<file path="src/rtl/imem_prog.sv">
// Instruction memory with a zeroing sweep after reset and a streamed program-load port.
// Latency: fetch returns q/q_valid one cycle after rd_en; done pulses the cycle after the final load word.
// Backpressure: ld_ready is high only while loading; ld_valid gaps stall the load indefinitely.
module imem_prog #(
    parameter int N  = 32,
    parameter int AW = 6
) (
    input  logic          clk,
    input  logic          reset,
    input  logic [AW-1:0] addr,
    input  logic          rd_en,
    output logic [N-1:0]  q,
    output logic          q_valid,
    input  logic          load_start,
    input  logic [AW-1:0] ld_base,
    input  logic [AW:0]   ld_len,
    input  logic          ld_valid,
    input  logic [N-1:0]  ld_data,
    output logic          ld_ready,
    output logic          busy,
    output logic          done
);

    localparam int DEPTH = 1 << AW;

    typedef enum logic [1:0] {
        ST_CLEAR = 2'd0,
        ST_RUN   = 2'd1,
        ST_LOAD  = 2'd2
    } state_t;

    state_t        state;
    state_t        state_nxt;
    logic [AW-1:0] clr_ptr;
    logic [AW-1:0] wr_ptr;
    logic [AW:0]   remain;
    logic [N-1:0]  mem [DEPTH];

    logic          mem_we;
    logic [AW-1:0] mem_wa;
    logic [N-1:0]  mem_wd;

    logic          ld_hs;
    logic          last_hs;
    logic          clr_last;
    logic          start_load;
    logic          start_empty;

    assign ld_hs       = ld_valid & ld_ready;
    assign last_hs     = ld_hs && (remain == (AW+1)'(1));
    assign clr_last    = (clr_ptr == {AW{1'b1}});
    assign start_load  = (state == ST_RUN) && load_start && (ld_len != '0);
    assign start_empty = (state == ST_RUN) && load_start && (ld_len == '0);

    always_ff @(posedge clk or negedge reset) begin
        if (!reset) begin
            state <= ST_CLEAR;
        end else begin
            state <= state_nxt;
        end
    end

    always_comb begin
        state_nxt = state;
        case (state)
            ST_CLEAR: if (clr_last)   state_nxt = ST_RUN;
            ST_RUN:   if (start_load) state_nxt = ST_LOAD;
            ST_LOAD:  if (last_hs)    state_nxt = ST_RUN;
            default:                  state_nxt = ST_CLEAR;
        endcase
    end

    always_comb begin
        ld_ready = 1'b0;
        busy     = 1'b1;
        mem_we   = 1'b0;
        mem_wa   = clr_ptr;
        mem_wd   = '0;
        case (state)
            ST_CLEAR: begin
                mem_we = 1'b1;
                mem_wa = clr_ptr;
                mem_wd = '0;
            end
            ST_RUN: begin
                busy = 1'b0;
            end
            ST_LOAD: begin
                ld_ready = 1'b1;
                mem_we   = ld_hs;
                mem_wa   = wr_ptr;
                mem_wd   = ld_data;
            end
            default: begin
                busy = 1'b1;
            end
        endcase
    end

    // Pointer wraps naturally at 2^AW, so oversize loads overwrite earlier words.
    always_ff @(posedge clk or negedge reset) begin
        if (!reset) begin
            clr_ptr <= '0;
            wr_ptr  <= '0;
            remain  <= '0;
            q       <= '0;
            q_valid <= 1'b0;
            done    <= 1'b0;
        end else begin
            done    <= start_empty || (state == ST_LOAD && last_hs);
            q_valid <= (state == ST_RUN) && rd_en;
            if (state == ST_RUN && rd_en) begin
                q <= mem[addr];
            end
            if (state == ST_CLEAR) begin
                clr_ptr <= clr_ptr + AW'(1);
            end
            if (state == ST_RUN && load_start) begin
                wr_ptr <= ld_base;
                remain <= ld_len;
            end else if (state == ST_LOAD && ld_hs) begin
                wr_ptr <= wr_ptr + AW'(1);
                remain <= remain - (AW+1)'(1);
            end
        end
    end

    always_ff @(posedge clk) begin
        if (mem_we) begin
            mem[mem_wa] <= mem_wd;
        end
    end

endmodule

</file>
<file path="config.mk">
export PLATFORM = sky130hd
export DESIGN_NAME = imem_prog
export DESIGN_NICKNAME = d
export VERILOG_FILES = /design/src/rtl/imem_prog.sv
export SDC_FILE = /design/constraint.sdc
export NUM_CORES = 2
export LEC_CHECK = 0
export CAP_MARGIN = 20
export CORE_UTILIZATION = 39
export CTS_BUF_LIST = sky130_fd_sc_hd__clkbuf_8 sky130_fd_sc_hd__clkbuf_16
export DETAILED_ROUTE_END_ITERATION = 16
export GPL_TIMING_DRIVEN = 0
export SYNTH_ARGS = -nofsm -noshare
export SYNTH_HDL_FRONTEND = slang
export SYNTH_SLANG_ARGS = --single-unit
export TNS_END_PERCENT = 1
</file>
<file path="constraint.sdc">
create_clock -name clk -period 3.8 [get_ports clk]
set_clock_uncertainty 0.15 [all_clocks]
set_input_delay 0.76 -clock clk [delete_from_list [all_inputs] [get_ports clk]]
set_output_delay 0.76 -clock clk [all_outputs]
set_load 0.05 [all_outputs]
</file>
== After elaboration in Yosys (flattened, before gate mapping) ==
Memories as Yosys holds them, arrays and structs flattened. A register that Yosys moved wholly into a read port is not among the register bits.
Index checks and enable logic that the tools add are counted.

* Bits in registers: 23
* Memory bits (writable): 2,048
* Input bits: 56
* Output and inout port bits: 36
* Word-level logic and storage cells: 47
* Memories kept: 1

{| class="wikitable"
|+ Memories
! memory !! words !! bits a word !! rd ports !! clocked after Yosys merged registers in !! wr ports !! RTL line !! text
|-
| mem || 64 || 32 || 1 || 1 || 1 || 37 || <nowiki>logic [N-1:0] mem [DEPTH];</nowiki>
|}

* $add $sub $neg: 3
* Eq/ne operators: 7
* Multiplexer cells: 15
* Bitwise operators: 1
* Reduce and logical (&&, ||, !) cells: 14

{| class="wikitable"
|+ Operator list
! kind !! number
|-
| $mux W32 || 1
|-
| $mux W6 || 3
|-
| $mux W7 || 2
|-
| $add A6 B1 Y6 const B || 2
|-
| $eq A7 B1 Y1 const B || 1
|-
| $logic_and A1 B1 Y1 || 7
|-
| $logic_not A7 Y1 || 1
|-
| $reduce_bool A7 Y1 || 1
|-
| $sub A7 B1 Y7 const B || 1
|-
| $eq A6 B6 Y1 const B || 1
|-
| $mux W2 || 3
|-
| $ne A2 B2 Y1 const B || 3
|-
| $pmux W2 S3 || 1
|-
| $mux W1 || 4
|-
| $reduce_and A3 Y1 || 1
|-
| $eq A2 B1 Y1 const B || 1
|-
| $eq A2 B2 Y1 const B || 1
|-
| $logic_not A2 Y1 || 1
|-
| $pmux W1 S2 || 1
|-
| $reduce_bool A2 Y1 || 1
|-
| $and A1 B1 Y1 || 1
|-
| $logic_not A1 Y1 || 1
|-
| $logic_or A1 B1 Y1 || 1
|}

== Depth between registers and ports, before layout ==
* Depth after elaboration: 6
* Mapped depth: 10
* Mapped depth without buffers: 7

== Worst setup path before layout ==
OpenSTA, ideal clock, no wires.

* Kind: register to register
* Start point: register state[0]
* End point: memory mem[44][0] (enable)
* Setup time: 0.421 ns
* Data arrival time: 3.109 ns
* Required time: 3.229 ns
* Setup slack: 0.120 ns
* Stages on the path, launching flop included: 9
* Buffers on the path: 3
* Clock period less this slack: 3.680 ns
* Path through: dfrtp_1 -> clkbuf_1 -> nand2b_1 -> clkbuf_1 -> inv_2 -> clkbuf_1 -> mux2i_1 -> nand2_1 -> nor2_1

* Word-level cells in the longest chain between the ends: 6
* Elaborated cells between the ends (all ways): 8
* Classes of those cells: eq/ne (1); mux (5); bitwise (1); reduce/logical (1)

{| class="wikitable"
|+ Ends and longest elaborated chain
! item !! RTL line !! text
|-
| from (decl) || 32 || <nowiki>state_t state;</nowiki>
|-
| from (signal assigned) || 59 || <nowiki>state <= state_nxt;</nowiki>
|-
| $eq A2 B2 Y1 || 79 || <nowiki>case (state)</nowiki>
|-
| $mux W1 || 79 ||
|-
| $and A1 B1 Y1 || 49 || <nowiki>assign ld_hs = ld_valid & ld_ready;</nowiki>
|-
| $pmux W1 S2 || 79 ||
|-
| $mux W1 || 129 || <nowiki>if (mem_we) begin</nowiki>
|-
| $mux W1 (not written as such) || 130 || <nowiki>mem[mem_wa] <= mem_wd;</nowiki>
|-
| to (decl) || 37 ||
|}

Parallel ways exist; a longest one is shown, timed or not.

==> key figures <==
Setup path
  – Worst EP required: 4.39 ns
  – Critical path type: input pin to register
  – Crit path arrival time: roughly 4.5 ns
  – Critical Path Start: addr[4]
  – CP Capture Type: register
  – Crit-path max FO: 10
  – Startpoint Class: input pin
  – FF-to-FF Start: state[0]

Layout
  – Most common cell after layout, fill and taps aside: edfxtp_1
  – Post-route design area: approximately 0.095 mm^2
  – # nets final: 4422
  – P&R area growth vs syn: 16.8%
  – Fill cells: between 15k and 20k
  – Leading cell types in the layout, fill and taps excluded: 2048 x edfxtp_1, 418 x mux2i_1, 320 x mux4_2, 200 x clkbuf_16, 161 x a22oi_1
  – Fraction of layout cells with a size suffix above 1: a little over a fifth

Floorplanning
  – Initial Utilization: between 30% and 40%
  – Die area: 0.210 mm^2
  – Die width: roughly 460 um
  – Die Ht: about 460 um
  – I/O Pins: 92
  – Core area: a little over 0.2 mm^2
  – Rows: 167

Power and ir drop
  – Comb power frac: about 16%
  – Cell Int Power: ~42 mW
  – Worst vdd ir: between 0.4 and 0.5 mV
  – Net Switching: 16.1 mW
  – Pwr Density: between 600 and 700 mW/mm^2
  – Leakage: between 30 and 40 nW
  – Clk pwr share: around 33%
  – Final Power: 57.6 mW
  – Sw Ratio: about 28%
  – Sequential power share: between 50% and 60%

Synth
  – Post-synth ARST share: around 2.6%
  – Synthesized area: a little over 0.08 mm^2
  – Top cell type by total area after synthesis: edfxtp_1
  – Post-synthesis sequential area ratio: between 70% and 80%
  – Synthesized flop and latch total: between 2k and 2.5k
  – YS warnings: 0
  – Cells after Synth: 3937
  – Syn Area/Cell: slightly above 20 um^2
  – EDFF count, synth: 2048
  – Yosys cell types: 53
  – Ys flop type: edfxtp_1
  – Syn_nets: between 3k and 4k
  – Post-synth top area share: 75.8%
  – Dominant cells by area after synthesis: edfxtp_1 76%, mux4_2 8.9%, mux2i_1 5.2%, dfrtp_1 1.7%, a22oi_1 1.5%

Clock network
  – Clock Latency Late Sink: roughly 0.88 ns
  – Bufs on Longest Clock Path: 3
  – Root Buffer: clkbuf_16
  – TritonCTS Buffers: slightly below 200
  – H-tree depth: 4
  – TritonCTS clock tree: built
  – Clock Sinks: about 2.1k
  – Clk pin slew, worst setup/hold paths: roughly 0.070 ns

Timing
  – RSZ-0062 raised after global routing: yes
  – Fin crit share: 104%
  – Worst Tran Pin Value: roughly 1.2 ns
  – Final Hold Viols: 0
  – Sum of negative setup slack: -4.92 ns
  – Count of final setup violators: 183
  – Rel. slew slack: 21.4%
  – Fmax: approximately 250 MHz
  – Final worst setup slack: -0.149 ns
  – Max-slew violations: 0
  – Period minus WS final: just under 4 ns

Status
  – Failing checks: negative setup slack
  – Status: finished, violations left

Routing
  – TritonRoute pass-1 iters: 6
  – Drt wl/cell: 31.1 um
  – Detailed Route Iter0 Violations: 5136
  – ANT nets after route: 0
  – Drc violations: 0
  – Drt via density: 5.75
  – Post-detailed-routing wire length: 225 mm
  – DR vias: slightly above 40k

Global routing
  – GRT overflow: 0
  – GRT Util Overall: a little over a fifth
  – First-pass GRT wire length: 315 mm
  – Vias in the first global route: about 41k
  – Largest net degree at the start of global routing: 65
  – Initial antenna violation count: 13

Placed design
  – Area after DPL: between 0.08 and 0.09 mm^2
  – PortBufs: 86
  – Final Wtd Congestion: approximately 0.85
  – Final HPWL DP: 150 mm
  – Pre-CTS setup slack: -1.93 ns

Hold path
  – Worst hold path type: input pin to asynchronous set/reset pin

Run
  – Max cap viols: 0
-- cell usage after synthesis (36+ instances only) --
cell,n
a211oi_1,64
a22oi_1,161
buf_2,71
clkbuf_1,125
dfrtp_1,55
edfxtp_1,2048
mux2i_1,418
mux4_2,320
nand2_1,44
nand3_1,40
nor2_1,78
nor2b_1,67
nor3_1,36
o21ai_0,44
-- metal layers --
layer / wire length (um) / share of wire, % / global-route usage (%)
met1: 91200 / 41 / 29.0
met2: 110000 / 49 / 34.5
met3: 15000 / 6.7 / 3.14
met4: 8720 / 3.9 / 8.20
met5: 71 / 0.032 / 0
-- repair_timing --
action / in CTS / in global routing
resized for setup: 59 / 20
setup endpoints to repair: 1358 / 714
endpoints found under the hold margin: 21 / 0
hold buffers: 1 / 0
pin swaps: 18 / 2
setup buffers: 22 / 2
-- critical path, stage by stage --
cell      delay (ns)
buf_4           0.33
buf_2           0.37
clkbuf_2        0.49
clkbuf_1        0.59
mux4_2          0.42
o21ai_0         0.65
o211ai_1        0.45
a221o_1         0.44
-- cell type report --
type	instances	area (um^2)	area share [%]
flip-flops and latches	2103	62900	66.4
multi-input cells	1595	17900	18.9
clock buffers	205	5070	5.36
well taps	2704	3380	3.57
repair buffers	226	3360	3.55
plain buffers	230	1100	1.16
clock inverters	158	1010	1.06
inverters	7	26.3	0.0277
diodes	1	2.50	0.00264
-- power groups by stage --
stage	sequential, mW	combinational [mW]	clock [mW]
2_1_floorplan	30.3	3.87	0
3_3_place_gp	30.3	7.90	0
3_5_place_dp	30.0	9.22	0
4_1_cts	29.5	9.33	19.0
5_1_grt	29.6	9.74	19.9
6_report	29.5	9.32	18.8
-- worst paths after layout --
check	end	slack (ns)	cells past startpoint
hold reg to reg	q[29]	0.37	1
hold / removal	done	0.30	2
setup / recovery	q[21]	-0.15	8
min in group clk	wr_ptr[3]	0.33	3
max in group asynchronous	q[23]	2.54	3
setup reg to reg	mem[3][5]	-0.06	8
-- per-stage QoR --
| stage | cells | util (%) | hold WS, ns |
|---|---|---|---|
| 2_1_floorplan | 3937 | - | 0.314 |
| 3_3_place_gp | 6727 | 41.3 | 0.352 |
| 3_5_place_dp | 6841 | 42.6 | 0.353 |
| 4_1_cts | 7225 | 45.7 | 0.272 |
| 5_1_grt | 7229 | 45.8 | 0.301 |
| 6_report | 7229 | 45.8 | 0.304 |
-- state kept, by name, summed over array words and instances, names as in the netlist --
register and cells:
mem 2048, done 1, remain 7, clr_ptr 6, state 2, wr_ptr 6, q 32, q_valid 1
-- logic make-up after synthesis --
| kind of cell | share of synthesized area, % |
|---|---|
| xor+xnor | 0.0756 |
| fa+ha+maj | 0.0617 |
| buf+inv | 1.35 |
| flops | 77.5 |
| simple gates | 2.04 |
| compound gates | 4.46 |
| mux | 14.5 |
Power figures use the tool's default switching activity.
